`src/rtl/stopwatch_logger.sv`:
```
// Minutes/seconds stopwatch with up/down counting, lap capture and a
// circular operation log fed by accepted commands and countdown expiry.
module stopwatch_logger #(
    parameter int CLK_PER_TICK = 1,
    parameter int SEC_MAX      = 59,
    parameter int MIN_MAX      = 59,
    parameter int LOG_DEPTH    = 10,
    parameter int ADDR_W       = 10
) (
    input  logic              clk,
    input  logic              rst,
    input  logic              cmd_valid,
    input  logic [2:0]        cmd,
    input  logic              mode_down,
    input  logic [7:0]        preset_min,
    input  logic [7:0]        preset_sec,
    output logic [7:0]        sec,
    output logic [7:0]        min,
    output logic              running,
    output logic              expired,
    output logic [7:0]        lap_sec,
    output logic [7:0]        lap_min,
    output logic              log_we,
    output logic [ADDR_W-1:0] log_addr,
    output logic [18:0]       log_data,
    output logic              log_wrapped
);

    localparam int                PW          = (CLK_PER_TICK > 1) ? $clog2(CLK_PER_TICK) : 1;
    localparam logic [PW-1:0]     PRESC_LAST  = PW'(CLK_PER_TICK - 1);
    localparam logic [7:0]        SEC_LAST    = 8'(SEC_MAX);
    localparam logic [7:0]        MIN_LAST    = 8'(MIN_MAX);
    localparam logic [ADDR_W-1:0] ADDR_LAST   = ADDR_W'(LOG_DEPTH - 1);
    localparam logic [2:0]        CMD_START   = 3'b001;
    localparam logic [2:0]        CMD_STOP    = 3'b010;
    localparam logic [2:0]        CMD_LAP     = 3'b011;
    localparam logic [2:0]        CMD_RESET   = 3'b100;
    localparam logic [2:0]        CODE_EXPIRY = 3'b111;

    typedef enum logic [1:0] {
        ST_STOPPED = 2'd0,
        ST_RUN     = 2'd1,
        ST_EXPIRED = 2'd2
    } state_t;

    function automatic logic [7:0] sat8(input logic [7:0] v, input logic [7:0] lim);
        sat8 = (v > lim) ? lim : v;
    endfunction

    state_t              state_r, state_nxt_s;
    logic                mode_down_r, mode_nxt_s;
    logic [PW-1:0]       presc_r, presc_nxt_s;
    logic [7:0]          sec_r, min_r, sec_nxt_s, min_nxt_s;
    logic [7:0]          lap_sec_r, lap_min_r, lap_sec_nxt_s, lap_min_nxt_s;
    logic [7:0]          up_sec_s, up_min_s, down_sec_s, down_min_s;
    logic [ADDR_W-1:0]   wr_ptr_r, wr_ptr_nxt_s, log_addr_r, log_addr_nxt_s;
    logic [18:0]         log_data_r, log_data_nxt_s;
    logic                log_wrapped_r, log_wrapped_nxt_s;
    logic                log_we_r, expired_r, running_r;
    logic                start_acc_s, stop_acc_s, lap_acc_s, reset_acc_s, cmd_acc_s;
    logic                tick_s, adv_s, expire_s, log_event_s;
    logic [2:0]          log_code_s;

    // A down-mode START at 0:00 is refused so the countdown can never run from zero.
    assign start_acc_s = cmd_valid && (cmd == CMD_START) && (state_r == ST_STOPPED)
                         && !(mode_down_r && (min_r == 8'd0) && (sec_r == 8'd0));
    assign stop_acc_s  = cmd_valid && (cmd == CMD_STOP) && (state_r == ST_RUN);
    assign lap_acc_s   = cmd_valid && (cmd == CMD_LAP);
    assign reset_acc_s = cmd_valid && (cmd == CMD_RESET);
    assign cmd_acc_s   = start_acc_s || stop_acc_s || lap_acc_s || reset_acc_s;
    assign tick_s      = (state_r == ST_RUN) && (presc_r == PRESC_LAST);
    assign adv_s       = tick_s && !cmd_acc_s;
    assign expire_s    = adv_s && mode_down_r && (down_min_s == 8'd0) && (down_sec_s == 8'd0);
    assign log_event_s = cmd_acc_s || expire_s;
    assign log_code_s  = expire_s ? CODE_EXPIRY : cmd;

    // Candidate time values for one up or one down step.
    always_comb begin
        up_sec_s   = sec_r + 8'd1;
        up_min_s   = min_r;
        down_sec_s = sec_r - 8'd1;
        down_min_s = min_r;
        if (sec_r == SEC_LAST) begin
            up_sec_s = 8'd0;
            up_min_s = (min_r == MIN_LAST) ? 8'd0 : (min_r + 8'd1);
        end else begin
            up_min_s = min_r;
        end
        if (sec_r == 8'd0) begin
            down_sec_s = SEC_LAST;
            down_min_s = min_r - 8'd1;
        end else begin
            down_min_s = min_r;
        end
    end

    // State register.
    always_ff @(posedge clk) begin
        if (rst) begin
            state_r <= ST_STOPPED;
        end else begin
            state_r <= state_nxt_s;
        end
    end

    // Next-state logic.
    always_comb begin
        state_nxt_s = state_r;
        case (state_r)
            ST_STOPPED: begin
                if (start_acc_s) state_nxt_s = ST_RUN;
                else             state_nxt_s = ST_STOPPED;
            end
            ST_RUN: begin
                if (reset_acc_s || stop_acc_s) state_nxt_s = ST_STOPPED;
                else if (expire_s)             state_nxt_s = ST_EXPIRED;
                else                           state_nxt_s = ST_RUN;
            end
            ST_EXPIRED: begin
                if (reset_acc_s) state_nxt_s = ST_STOPPED;
                else             state_nxt_s = ST_EXPIRED;
            end
            default: state_nxt_s = ST_STOPPED;
        endcase
    end

    // Output/datapath next values: time, prescaler, lap capture and log write.
    always_comb begin
        sec_nxt_s         = sec_r;
        min_nxt_s         = min_r;
        mode_nxt_s        = mode_down_r;
        presc_nxt_s       = presc_r;
        lap_sec_nxt_s     = lap_sec_r;
        lap_min_nxt_s     = lap_min_r;
        wr_ptr_nxt_s      = wr_ptr_r;
        log_addr_nxt_s    = log_addr_r;
        log_data_nxt_s    = log_data_r;
        log_wrapped_nxt_s = log_wrapped_r;

        if (reset_acc_s) begin
            mode_nxt_s = mode_down;
            if (mode_down) begin
                min_nxt_s = sat8(preset_min, MIN_LAST);
                sec_nxt_s = sat8(preset_sec, SEC_LAST);
            end else begin
                min_nxt_s = 8'd0;
                sec_nxt_s = 8'd0;
            end
        end else if (adv_s) begin
            if (mode_down_r) begin
                min_nxt_s = down_min_s;
                sec_nxt_s = down_sec_s;
            end else begin
                min_nxt_s = up_min_s;
                sec_nxt_s = up_sec_s;
            end
        end else begin
            sec_nxt_s = sec_r;
        end

        // The prescaler keeps cycling in RUN even when a command swallows the tick.
        if (start_acc_s) begin
            presc_nxt_s = '0;
        end else if (state_r == ST_RUN) begin
            presc_nxt_s = (presc_r == PRESC_LAST) ? '0 : (presc_r + 1'b1);
        end else begin
            presc_nxt_s = presc_r;
        end

        if (lap_acc_s) begin
            lap_min_nxt_s = min_r;
            lap_sec_nxt_s = sec_r;
        end else begin
            lap_min_nxt_s = lap_min_r;
        end

        if (log_event_s) begin
            log_addr_nxt_s = wr_ptr_r;
            log_data_nxt_s = {log_code_s, min_r, sec_r};
            if (wr_ptr_r == ADDR_LAST) begin
                wr_ptr_nxt_s      = '0;
                log_wrapped_nxt_s = 1'b1;
            end else begin
                wr_ptr_nxt_s = wr_ptr_r + 1'b1;
            end
        end else begin
            wr_ptr_nxt_s = wr_ptr_r;
        end
    end

    // Datapath and output registers.
    always_ff @(posedge clk) begin
        if (rst) begin
            mode_down_r   <= 1'b0;
            presc_r       <= '0;
            sec_r         <= 8'd0;
            min_r         <= 8'd0;
            lap_sec_r     <= 8'd0;
            lap_min_r     <= 8'd0;
            wr_ptr_r      <= '0;
            log_addr_r    <= '0;
            log_data_r    <= 19'd0;
            log_wrapped_r <= 1'b0;
            log_we_r      <= 1'b0;
            expired_r     <= 1'b0;
            running_r     <= 1'b0;
        end else begin
            mode_down_r   <= mode_nxt_s;
            presc_r       <= presc_nxt_s;
            sec_r         <= sec_nxt_s;
            min_r         <= min_nxt_s;
            lap_sec_r     <= lap_sec_nxt_s;
            lap_min_r     <= lap_min_nxt_s;
            wr_ptr_r      <= wr_ptr_nxt_s;
            log_addr_r    <= log_addr_nxt_s;
            log_data_r    <= log_data_nxt_s;
            log_wrapped_r <= log_wrapped_nxt_s;
            log_we_r      <= log_event_s;
            expired_r     <= expire_s;
            running_r     <= (state_nxt_s == ST_RUN);
        end
    end

    assign sec         = sec_r;
    assign min         = min_r;
    assign running     = running_r;
    assign expired     = expired_r;
    assign lap_sec     = lap_sec_r;
    assign lap_min     = lap_min_r;
    assign log_we      = log_we_r;
    assign log_addr    = log_addr_r;
    assign log_data    = log_data_r;
    assign log_wrapped = log_wrapped_r;

endmodule

```
`config.mk`:
```
export PLATFORM = sky130hd
export DESIGN_NAME = stopwatch_logger
export DESIGN_NICKNAME = d
export VERILOG_FILES = /design/src/rtl/stopwatch_logger.sv
export SDC_FILE = /design/constraint.sdc
export NUM_CORES = 1
export LEC_CHECK = 0
export CAP_MARGIN = 15
export CORE_MARGIN = 2
export CORE_UTILIZATION = 33
export CTS_CLUSTER_DIAMETER = 30
export CTS_CLUSTER_SIZE = 40
export DETAILED_ROUTE_END_ITERATION = 7
export PLACE_DENSITY_LB_ADDON = 0.25
export SLEW_MARGIN = 20
export SYNTH_ARGS = -nofsm -noshare
export SYNTH_HDL_FRONTEND = slang
export SYNTH_SLANG_ARGS = --single-unit
```
`constraint.sdc`:
```
create_clock -name clk -period 5.55 [get_ports clk]
set_input_delay 1.3875 -clock clk [delete_from_list [all_inputs] [get_ports clk]]
set_output_delay 1.3875 -clock clk [all_outputs]
set_load 0.01 [all_outputs]
```
[Word level (Yosys, flattened, before mapping)]
Index checks and enable logic that the tools add are counted.
Storage, ports and cells
  bits in registers: 79
  input port bits: 23
  logic and storage cells: 87
Cells by class
  add/subtract/negate cells: 6
  $lt $le $gt $ge: 2
  eq/ne operators: 10
  muxes and demuxes: 23
  bitwise gates (word level): 1
  reductions and logical operators: 31
Operators by type and width (count)
  $mux 8: 15
  $logic_not 8->1: 4
  $add 8x1->8 const B: 2
  $eq 8x6->1 const B: 2
  $gt 8x6->1 const B: 2
  $sub 8x1->8 const B: 2
  $logic_and 1x1->1: 14
  $add 10x1->10 const B: 1
  $eq 10x4->1 const B: 1
  $mux 10: 1
  $eq 3x2->1 const B: 2
  $mux 2: 3
  $pmux 2 s3: 1
  $logic_or 1x1->1: 5
  $eq 2x1->1 const B: 2
  $reduce_and 2->1: 2
  $eq 3x1->1 const B: 1
  $eq 3x3->1 const B: 1
  $mux 3: 1
  $reduce_bool 3->1: 1
  $eq 2x2->1 const B: 1
  $logic_not 1->1: 2
  $logic_not 2->1: 1
  $mux 1: 2
  4 further kinds: 4

[Depth between registers and ports, before layout]
Gate-level depths: netlist (run 1).
  word-level depth: 17
  mapped depth: 11
  gate-level depth less buffers: 8

[Worst setup path after synthesis (run 1)]
Ideal clock, no wire load.
  kind: input to register
  start: in cmd[1]
  end: reg wr_ptr_r[2]
  setup time: 0.095 ns
  data arrival time: 3.021 ns
  data required time: 5.455 ns
  setup slack: 2.434 ns
  cell stages on the path: 8
  path through: clkbuf_1 -> nor2b_1 -> o21ai_0 -> nand2_1 -> or2_4 -> buf_6 -> or4_1 -> o311ai_1
On the way
  longest elaborated chain between the ends: 13
  elaborated cells on any way between the ends: 20
RTL lines
  start: declaration: RTL line 13  | input logic [2:0] cmd,
  $eq 3x1->1: RTL line 65  | assign start_acc_s = cmd_valid && (cmd == CMD_START) && (state_r == ST_STOPPED)
  $logic_and 1x1->1 (2 in a row): RTL line 65
  $logic_and 1x1->1: RTL line 66  | && !(mode_down_r && (min_r == 8'd0) && (sec_r == 8'd0));
  $logic_or 1x1->1 (2 in a row): RTL line 70  | assign cmd_acc_s = start_acc_s || stop_acc_s || lap_acc_s || reset_acc_s;
  $logic_or 1x1->1 *: RTL line 70
  $logic_not 1->1: RTL line 72  | assign adv_s = tick_s && !cmd_acc_s;
  $logic_and 1x1->1: RTL line 72
  $logic_and 1x1->1 (3 in a row): RTL line 73  | assign expire_s = adv_s && mode_down_r && (down_min_s == 8'd0) && (down_sec_s == 8'd0);
  $logic_or 1x1->1 *: RTL line 74  | assign log_event_s = cmd_acc_s || expire_s;
  end signal: assignment: RTL line 214  | wr_ptr_r <= wr_ptr_nxt_s;
  end: declaration: RTL line 56  | logic [ADDR_W-1:0] wr_ptr_r, wr_ptr_nxt_s, log_addr_r, log_addr_nxt_s;
Every way passes the cells marked *; elsewhere a longest branch is shown, timed or not.
A chain may end at the register's enable or synchronous reset.

[Final worst setup path (run 1)]
  start: reg sec_r[1] (netlist: sec[1])
  end: reg wr_ptr_r[4]
On the way
  longest elaborated chain between the ends: 13
  elaborated cells on any way between the ends: 18
RTL lines
  start: declaration: RTL line 53  | logic [7:0] sec_r, min_r, sec_nxt_s, min_nxt_s;
  start signal: assignment: RTL line 210  | sec_r <= sec_nxt_s;
  branches (longest 12 deep; another with $sub 8x1->8)
  $logic_or 1x1->1 *: RTL line 74
Mark *: on every way between the ends.

==> reports/metrics.cfg, run 1 <==
[status]
status=finished, final reports clean

[route]
m1WireLength_um=6180
dr.pass1.iters=5
detail-route-antenna-nets=0
top_layer=met4
first_iter_violations=465
drt_wl_total_um=13900
via_per_inst=5.57
drc=0
via_count=4521
dr_wl_met3_um=936
dr_wl_met2_um=6600
wl_per_cell_um=17.1

[synth]
synth-simple-area-share=0.282
ys_seq_elements=78
synthArstFlopShare=0
synth_xor_area_frac=0.0160
syn-num-nets=605
synth-compound-area-share=0.252
syn-cell-area_sq_um=4370
syn_inst=574
synth_cell_types=64
avgSynthCellArea_sq_um=7.62
synth_top_family_by_area=simple AND/OR/NAND/NOR gates
synth_top_area_share=0.357
synth_fa_ha_area_frac=0.0229
ys_warn_count=0
synth_seq_area_share=0.357
synth-main-ff-cell=dfxtp_1
synth_edf_count=0
muxShareOfSynthArea=0.00515
synth_area_leaders=dfxtp_1, a21oi_1, o21ai_0
synth_area_leader_cell=dfxtp_1

[worst_setup_path]
cp-end-kind=register
cp_data_required_time_ns=5.78
critPathArrivalTime_ns=3.91
max_stage_delay_ns=0.79
path_common_cell=nor4b_4
cp-start-kind=register
slowest_stage=nor4b_4
crit_fanout=20
path_cells=inv_1, ha_1, nor4b_4, and2_1, a22oi_1, nor4b_4, buf_4, o21ai_1, mux2_2
crit_type=register to register

[clock_network]
cts.repair.resized=0
h-tree-depth=3
cts_made_buffers=9
clkSinkCount=78
root_buffer=clkbuf_16
postCtsSetupBuffers=0
cts-hold-fix-buffers=0
clk_pin_slew_worst_paths_ns=0.07
cts_tree=yes
cts_max_path_buffers=2
insertion_delay_ns=0.34

[flow_run]
max_cap_viol_count=0

[cells_and_area]
area_growth_syn_to_layout_pct=28.2
layout.cells.non_filler=812
antenna_cells=0
nets=662
fill_cells=1285
drive_gt1_frac=0.0676

[placement]
gp_congestion=0.895
dp_worst_setup_slack_ns=1.55
placed_cells=796
place_hpwl_um=9570
port_buffers=87

[power_and_ir_drop]
p_per_area_nw_per_um2=234
ir_drop_mv=0.148
power_mw=1.31
p_leak_nw=1.76

[timing]
finalMaxSlewViolations=0
timing.slew.headroom=0.379
fmax_ghz=0.272
clock_skew_ns=0.00670
period_share=0.663
tightest_slew_ns=0.920
setup_viol=0
worst_slack_ns=1.87
setup_tns_ns=0
fin_crit_ns=3.68
rsz0062_at_grt=no
hold_viol=0
worst_hold_slack_ns=0.457

[floorplanning]
die_area_sq_um=14200
fp.dieH_um=119
row_count=42
die_x_um=119
coreArea_sq_um=13100
ioPinCount=88
start_util=0.334

[global_route]
grt_pass1_wl_um=22700
grt.total_usage=0.198
grt_pass1_vias=4242
antenna_found_initial=0
grt_start_max_net_pins=71
grt_remaining_overflow=0

[min_path]
min_path_type=register to register

-- sequential cells by signal, summed over array words and instances, names as in the netlist --
register and cells:
log_data 19, log_addr 10, wr_ptr_r 10, lap_min 8, lap_sec 8, min 8
sec 8, state_r 2, expired 1, log_we 1, log_wrapped 1, mode_down_r 1
running 1
-- cells in the mapped netlist (all sizes together) (2+ instances only) --
| library cell | instances |
|---|---|
| a211oi | 2 |
| a21oi | 76 |
| a221oi | 2 |
| a31oi | 2 |
| and2 | 8 |
| and3 | 6 |
| buf | 19 |
| clkbuf | 28 |
| dfxtp | 78 |
| ha | 8 |
| inv | 13 |
| mux2 | 2 |
| nand2 | 57 |
| nand2b | 5 |
| nand3 | 45 |
| nand3b | 6 |
| nand4 | 7 |
| nor2 | 36 |
| nor2b | 8 |
| nor3 | 19 |
| nor3b | 2 |
| nor4 | 4 |
| nor4b | 5 |
| o211ai | 11 |
| o21a | 2 |
| o21ai | 68 |
| o21bai | 4 |
| o221ai | 2 |
| o22ai | 7 |
| o311ai | 2 |
| o31ai | 3 |
| or3 | 5 |
| or4 | 7 |
| or4b | 4 |
| xnor2 | 4 |
| xor2 | 4 |
-- kinds of logic after synthesis --
| logic type | count (synthesis) |
|---|---|
| flops | 78 |
| xor+xnor | 8 |
| buf+inv | 60 |
| simple gates | 229 |
| compound gates | 189 |
| fa+ha+maj | 8 |
| mux | 2 |
-- critical path: cells and delay by family, from the launching register on --
family | cells | cell delay [ns]
AO/OA/AOI/OAI | 2 | 0.32
adder cells (fa/ha/maj) | 1 | 0.31
buffers and inverters | 2 | 0.49
flip-flops | 1 | 0.47
multiplexers | 1 | 0.28
AND/OR/NAND/NOR | 3 | 1.70
-- per-stage QoR --
| stage | util | instance area [sq um] |
|---|---|---|
| after global placement | 0.403 | 5270 |
| after global routing | 0.428 | 5610 |
| after detailed placement | 0.405 | 5300 |
| final | 0.428 | 5610 |
| after floorplan | - | 4370 |
| after CTS | 0.428 | 5610 |
-- layout make-up --
class / count / area, sq um / share of cell area
multi-input cells: 436 / 2540 / 0.453
clock inverters: 7 / 81.3 / 0.0145
repair buffers: 93 / 931 / 0.166
clock buffers: 9 / 225 / 0.0402
well taps: 176 / 220 / 0.0393
flip-flops and latches: 78 / 1560 / 0.279
inverters: 13 / 48.8 / 0.00870
-- layer usage --
layer | GRT usage | up-vias
li1 | - | 2187
met1 | 0.267 | 2134
met2 | 0.325 | 190
met3 | 0.0402 | 10
met4 | 0.0439 | 0
met5 | 0 | -
-- power by group --
| group | leakage, nW | switching (mW) | internal, mW |
|---|---|---|---|
| registers | 0.629 | 0.0108 | 0.566 |
| logic | 0.986 | 0.0713 | 0.0479 |
| clock network | 0.141 | 0.264 | 0.355 |
| total | 1.76 | 0.346 | 0.969 |
-- final timing paths --
kind | startpoint | endpoint | slack [ns] | cells after the start
hold / removal | lap_sec[4]$_SDFFE_PP0P_ | lap_sec[4]$_SDFFE_PP0P_ | 0.46 | 2
hold reg to reg | lap_sec[4]$_SDFFE_PP0P_ | lap_sec[4]$_SDFFE_PP0P_ | 0.46 | 2
setup / recovery | sec[1]$_SDFFE_PP0P_ | wr_ptr_r[4]$_SDFFE_PP0P_ | 1.87 | 9
setup reg to reg | sec[1]$_SDFFE_PP0P_ | wr_ptr_r[4]$_SDFFE_PP0P_ | 1.87 | 9
-- cell usage in the layout (no fill, tap or decap), types with 4 or more instances in the layout --
master and instances:
clkdlybuf4s50_1 86, nand3b_1 6, nor2_1 35, buf_4 5
and3_1 6, o21bai_1 4, nand3_1 45, o21ai_0 66
xnor2_1 4, a21oi_1 76, or4_1 5, o22ai_1 7
xor2_1 4, or3_1 5, o211ai_1 11, nand2_1 55
and2_1 8, ha_1 8, nand4_1 7, nand2b_1 5
nor3_1 18, clkbuf_16 9, nor2b_1 8, inv_1 13
dfxtp_1 78
Power figures use the tool's default switching activity.
==> inputs of run 2 (changes only) <==
clock period = 3.5 ns   (was 5.55 ns; I/O delays follow)
==> run 2 against run 1 <==
Net effect:
- wire length up 1.5%
- setup slack worse by 1.3 ns
- critical endpoint is now wr_ptr_r[8]$_SDFFE_PP0P_
- non-clock buffer count up 15
- highest routed layer unchanged
- register-to-register slack worse by 1.3 ns
- core utilization up 1.1 points
- sequential share of layout area down 0.69 points
- maximum frequency up 24%
==> reports/metrics.cfg, run 2 (same netlist as run 1, synthesis figures left out) <==
[worst_setup_path]
cp-start-kind=register
path_cells=inv_1, ha_1, nor2b_1, a41o_1, nor4b_1, or4b_1, buf_4, o211ai_1, a21oi_1
critPathArrivalTime_ns=3.16  ; -0.75 ns
worst-path-buf-inv=2  ; unchanged
crit_type=register to register
max_stage_delay_ns=0.48  ; -0.31 ns
slowest_stage=or4b_1
cpLargestDelayFamily=simple AND/OR/NAND/NOR gates
crit_fanout=34  ; +70%
cp-end-kind=register
cp_data_required_time_ns=3.68  ; -2.10 ns

[timing]
worst_slack_ns=0.526  ; -1.34 ns
tightest_slew_ns=1.00  ; +0.0801 ns
period_share=0.850  ; +0.187
timing.slew.headroom=0.334  ; -0.0454
worst_hold_slack_ns=0.452  ; -0.00552 ns
fin_crit_ns=2.97  ; -0.706 ns
finalMaxSlewViolations=0  ; unchanged
rsz0062_at_grt=no
fmax_ghz=0.336  ; +24%
clock_skew_ns=0.00700  ; +0.000292 ns
hold_viol=0  ; unchanged
setup_viol=0  ; unchanged
setup_tns_ns=0  ; unchanged

[cells_and_area]
final_util=0.439  ; +0.0109
mostFrequentLayoutCells=clkdlybuf4s50_1, dfxtp_1, a21oi_1
layout_commonest_cell=clkdlybuf4s50_1
final_area_sq_um=5750  ; +2.5%
largest_reg_flops=19  ; unchanged
nets=677  ; +2.3%
layout.cells.non_filler=827  ; +1.8%
drive_gt1_frac=0.0891  ; +0.0215
antenna_cells=0  ; unchanged
fill_cells=1303  ; +1.4%
area_growth_syn_to_layout_pct=31.5

[route]
detail-route-antenna-nets=0  ; unchanged
drt_wl_total_um=14100  ; +1.5%
dr_wl_met3_um=965  ; +3.1%
first_iter_violations=323  ; -31%
top_layer=met4
dr.pass1.iters=5  ; unchanged
m1WireLength_um=6240  ; +0.95%
wl_per_cell_um=17.0  ; -0.39%
dr_wl_met2_um=6630  ; +0.41%
via_per_inst=5.55  ; -0.29%
drc=0  ; unchanged
via_count=4591  ; +1.5%

[flow_run]
max_cap_viol_count=0  ; unchanged

[clock_network]
postCtsSetupBuffers=0  ; unchanged
cts-hold-fix-buffers=0  ; unchanged
insertion_delay_ns=0.35  ; about the same
cts_made_buffers=9  ; unchanged
root_buffer=clkbuf_16
clk_pin_slew_worst_paths_ns=0.06  ; about the same
clkSinkCount=78  ; unchanged
cts.repair.resized=0  ; unchanged
cts_tree=yes
h-tree-depth=3  ; unchanged
cts_max_path_buffers=2  ; unchanged

[placement]
dp_worst_setup_slack_ns=0.250  ; -1.30 ns
place_hpwl_um=9790  ; +2.3%
placed_area_sq_um=5390  ; +1.7%
port_buffers=87  ; unchanged
placed_cells=811  ; +1.9%
gp_congestion=0.908  ; +1.5%

[floorplanning]
fp.dieH_um=119  ; unchanged
die_area_sq_um=14200  ; unchanged
row_count=42  ; unchanged
start_util=0.334  ; unchanged
coreArea_sq_um=13100  ; unchanged
die_x_um=119  ; unchanged
ioPinCount=88  ; unchanged

[power_and_ir_drop]
p_leak_nw=1.86  ; +5.8%
ir_drop_mv=0.250  ; +69%
p_per_area_nw_per_um2=388  ; +65%
power_mw=2.23  ; +70%

[global_route]
grt_pass1_vias=4507  ; +6.2%
grt_pass1_wl_um=23000  ; +1.3%
grt_remaining_overflow=0  ; unchanged
grt_start_max_net_pins=56  ; -21%
grt.total_usage=0.202  ; +0.00426
antenna_found_initial=0  ; unchanged

[status]
status=finished, final reports clean

[min_path]
min_path_type=register to register

-- run 2: power by group --
group	switching, mW	internal [mW]
Sequential	0.0115	0.898
Combinational	0.121	0.0821
Clock	0.380	0.737
Total	0.513	1.72
-- run 2: final timing paths --
check        cells past startpoint                  endpoint  slack, ns                startpoint
min reg2reg                      2  log_wrapped$_SDFFE_PP0P_       0.45  log_wrapped$_SDFFE_PP0P_
max                              9  wr_ptr_r[8]$_SDFFE_PP0P_       0.53       sec[1]$_SDFFE_PP0P_
max reg2reg                      9  wr_ptr_r[8]$_SDFFE_PP0P_       0.53       sec[1]$_SDFFE_PP0P_
min                              2  log_wrapped$_SDFFE_PP0P_       0.45  log_wrapped$_SDFFE_PP0P_
-- run 2: tightest hold or removal path: cells and delay by family, from the launching register on --
kind / cells / cell delay [ns]
DFF: 1 / 0.31
buffers and inverters: 1 / 0.05
AOI/OAI and AO/OA: 1 / 0.05
-- run 2: layer usage --
layer	global-route usage	up-vias
li1	-	2211
met2	0.337	166
met3	0.0484	18
met1	0.252	2196
met4	0.0766	0
met5	0	-
-- run 2: cell type report --
class	instances	area (sq um)	area share
well taps	176	220	0.0383
clock inverters	5	104	0.0181
clock buffers	11	253	0.0440
multi-input cells	436	2540	0.442
inverters	13	48.8	0.00849
flip-flops and latches	78	1560	0.272
repair buffers	108	1020	0.178
==> inputs of run 3 (changes only) <==
clock period = 2.8 ns   (was 3.5 ns; I/O delays follow)
==> run 3 against run 2 <==
Net effect:
- wire length up 8.0%
- setup slack worse by 0.37 ns
- clock power up 11%
- sequential share of layout area down 1.6 points
- clock skew up 0.00088 ns
- global-route usage up 1.0 points
- critical path type unchanged
==> reports/metrics.cfg, run 3 (same netlist as run 1, synthesis figures left out) <==
[timing]
worst_slack_ns=0.153  ; -0.373 ns
setup_viol=0  ; unchanged
fin_crit_ns=2.65  ; -0.327 ns
timing.slew.headroom=0.369  ; +0.0353
clock_skew_ns=0.00787  ; +0.000877 ns
setup_tns_ns=0  ; unchanged
hold_viol=0  ; unchanged
fmax_ghz=0.378  ; +12%
finalMaxSlewViolations=0  ; unchanged
period_share=0.945  ; +0.0956
tightest_slew_ns=0.934  ; -0.0652 ns

[power_and_ir_drop]
power_switching_mw=0.658  ; +28%
p_leak_nw=2.06  ; +11%
p_per_area_nw_per_um2=440  ; +13%
power.share.sequential=0.423  ; +0.015
power_mw=2.68  ; +20%
ir_drop_mv=0.277  ; +11%
combPwrFrac=0.114  ; +0.023
clockPowerShare=0.462  ; -0.039
p_sw_frac=0.245  ; +0.0153
internal_power_mw=2.02  ; +18%

[global_route]
antenna_found_initial=0  ; unchanged
grt_start_max_net_pins=39  ; -30%
grt.total_usage=0.212  ; +0.0101
grt_remaining_overflow=0  ; unchanged
grt_pass1_wl_um=23800  ; +3.7%
grt_pass1_vias=4518  ; +0.24%

[floorplanning]
die_x_um=119  ; unchanged
row_count=42  ; unchanged
start_util=0.334  ; unchanged
ioPinCount=88  ; unchanged
coreArea_sq_um=13100  ; unchanged
fp.dieH_um=119  ; unchanged
die_area_sq_um=14200  ; unchanged

[route]
drc=0  ; unchanged
via_count=4769  ; +3.9%
drt_wl_total_um=15200  ; +8.0%
first_iter_violations=310  ; -4.0%
dr.pass1.iters=5  ; unchanged
wl_per_cell_um=17.5  ; +3.1%
detail-route-antenna-nets=0  ; unchanged
via_per_inst=5.51  ; -0.80%

[cells_and_area]
drive_gt1_frac=0.142  ; +0.0529
antenna_cells=0  ; unchanged
layout_commonest_cell=clkdlybuf4s50_1
area_growth_syn_to_layout_pct=39.5
layout.area.seq_sq_um=1560  ; unchanged
final_area_sq_um=6100  ; +6.1%
mostFrequentLayoutCells=clkdlybuf4s50_1, dfxtp_1, a21oi_1
nets=717  ; +5.9%
fill_cells=1272  ; -2.4%
largest_reg_flops=19  ; unchanged
multiInputGateArea_sq_um=2550  ; +0.44%

[worst_setup_path]
crit_type=register to register
cpLargestDelayFamily=simple AND/OR/NAND/NOR gates
cp_data_required_time_ns=3.01  ; -0.67 ns
max_stage_delay_ns=0.58  ; +0.10 ns
crit_fanout=13  ; -62%
path_common_cell=buf_4
path_cells=inv_1, ha_1, nor4b_4, nand4_1, xnor2_1, or4b_1, buf_4, buf_4, nand3_1, a21oi_1
worst-path-buf-inv=3  ; +1
r2r_cells=10  ; +1
cp-start-kind=register
cp.depth=10  ; +1
slowest_stage=or4b_1
cp-end-kind=register
critPathArrivalTime_ns=2.85  ; -0.31 ns

[status]
status=finished, final reports clean

[clock_network]
insertion_delay_ns=0.35  ; about the same
cts_max_path_buffers=2  ; unchanged
h-tree-depth=3  ; unchanged
root_buffer=clkbuf_16
cts_made_buffers=9  ; unchanged
clk_pin_slew_worst_paths_ns=0.06  ; about the same
clkSinkCount=78  ; unchanged
cts_tree=yes

[min_path]
hold_depth=2  ; unchanged
min_path_type=register to register

[placement]
port_buffers=87  ; unchanged
dp_worst_setup_slack_ns=0.0407  ; -0.209 ns
placed_area_sq_um=5760  ; +6.8%
place_hpwl_um=10900  ; +12%
gp_congestion=0.918  ; +1.0%

[flow_run]
max_cap_viol_count=0  ; unchanged

[run 3: cell type report]
class                           count  share of cell area
Inverter                           13             0.00800
Tap cell                          176              0.0361
Timing Repair Buffer              148               0.231
Clock buffer                       13              0.0443
Sequential cell                    78               0.256
Multi-Input combinational cell    436               0.418
Clock inverter                      2             0.00636
[run 3: path summary, 6_finish.rpt]
kind                                 start                         to  slack (ns)
hold / removal    log_wrapped$_SDFFE_PP0P_   log_wrapped$_SDFFE_PP0P_        0.45
setup reg to reg       sec[0]$_SDFFE_PP0P_  log_data[12]$_SDFFE_PP0P_        0.15
hold reg to reg   log_wrapped$_SDFFE_PP0P_   log_wrapped$_SDFFE_PP0P_        0.45
setup / recovery       sec[0]$_SDFFE_PP0P_  log_data[12]$_SDFFE_PP0P_        0.15
[run 3: power groups by stage]
stage / clock (mW) / sequential [mW] / combinational, mW
6_report: 1.24 / 1.14 / 0.307
5_1_grt: 1.30 / 1.14 / 0.330
4_1_cts: 1.26 / 1.14 / 0.296
3_5_place_dp: 0 / 1.16 / 0.294
3_3_place_gp: 0 / 1.16 / 0.290
2_1_floorplan: 0 / 1.16 / 0.149
[run 3: metal layers]
metal | wire length (um) | share of wire | vias to the layer above | global-route usage
li1 | - | - | 2317 | -
met1 | 6810 | 0.45 | 2257 | 0.273
met2 | 7160 | 0.47 | 167 | 0.348
met3 | 869 | 0.057 | 28 | 0.0426
met4 | 339 | 0.022 | 0 | 0.0848
met5 | 0 | 0 | - | 0
[run 3: worst reg2reg max path, cell delays in order, from the launching register on]
cell     delay, ns
dfxtp_1       0.31
inv_1         0.07
ha_1          0.23
nor4b_4       0.32
nand4_1       0.20
xnor2_1       0.25
or4b_1        0.58
buf_4         0.23
buf_4         0.18
nand3_1       0.08
a21oi_1       0.06
[run 3: timing repair]
action	in CTS	in global routing
setup buffers	0	3
hold buffers	0	0
gates resized for setup	0	2
setup endpoints to repair	0	34
[run 3: through the flow]
stage               cells  hold slack [ns]   util
global route          866            0.476  0.466
detailed placement    848            0.442  0.440
floorplan             574            0.470      -
CTS                   863            0.453  0.464
global placement      848            0.438  0.440
finish                866            0.449  0.466
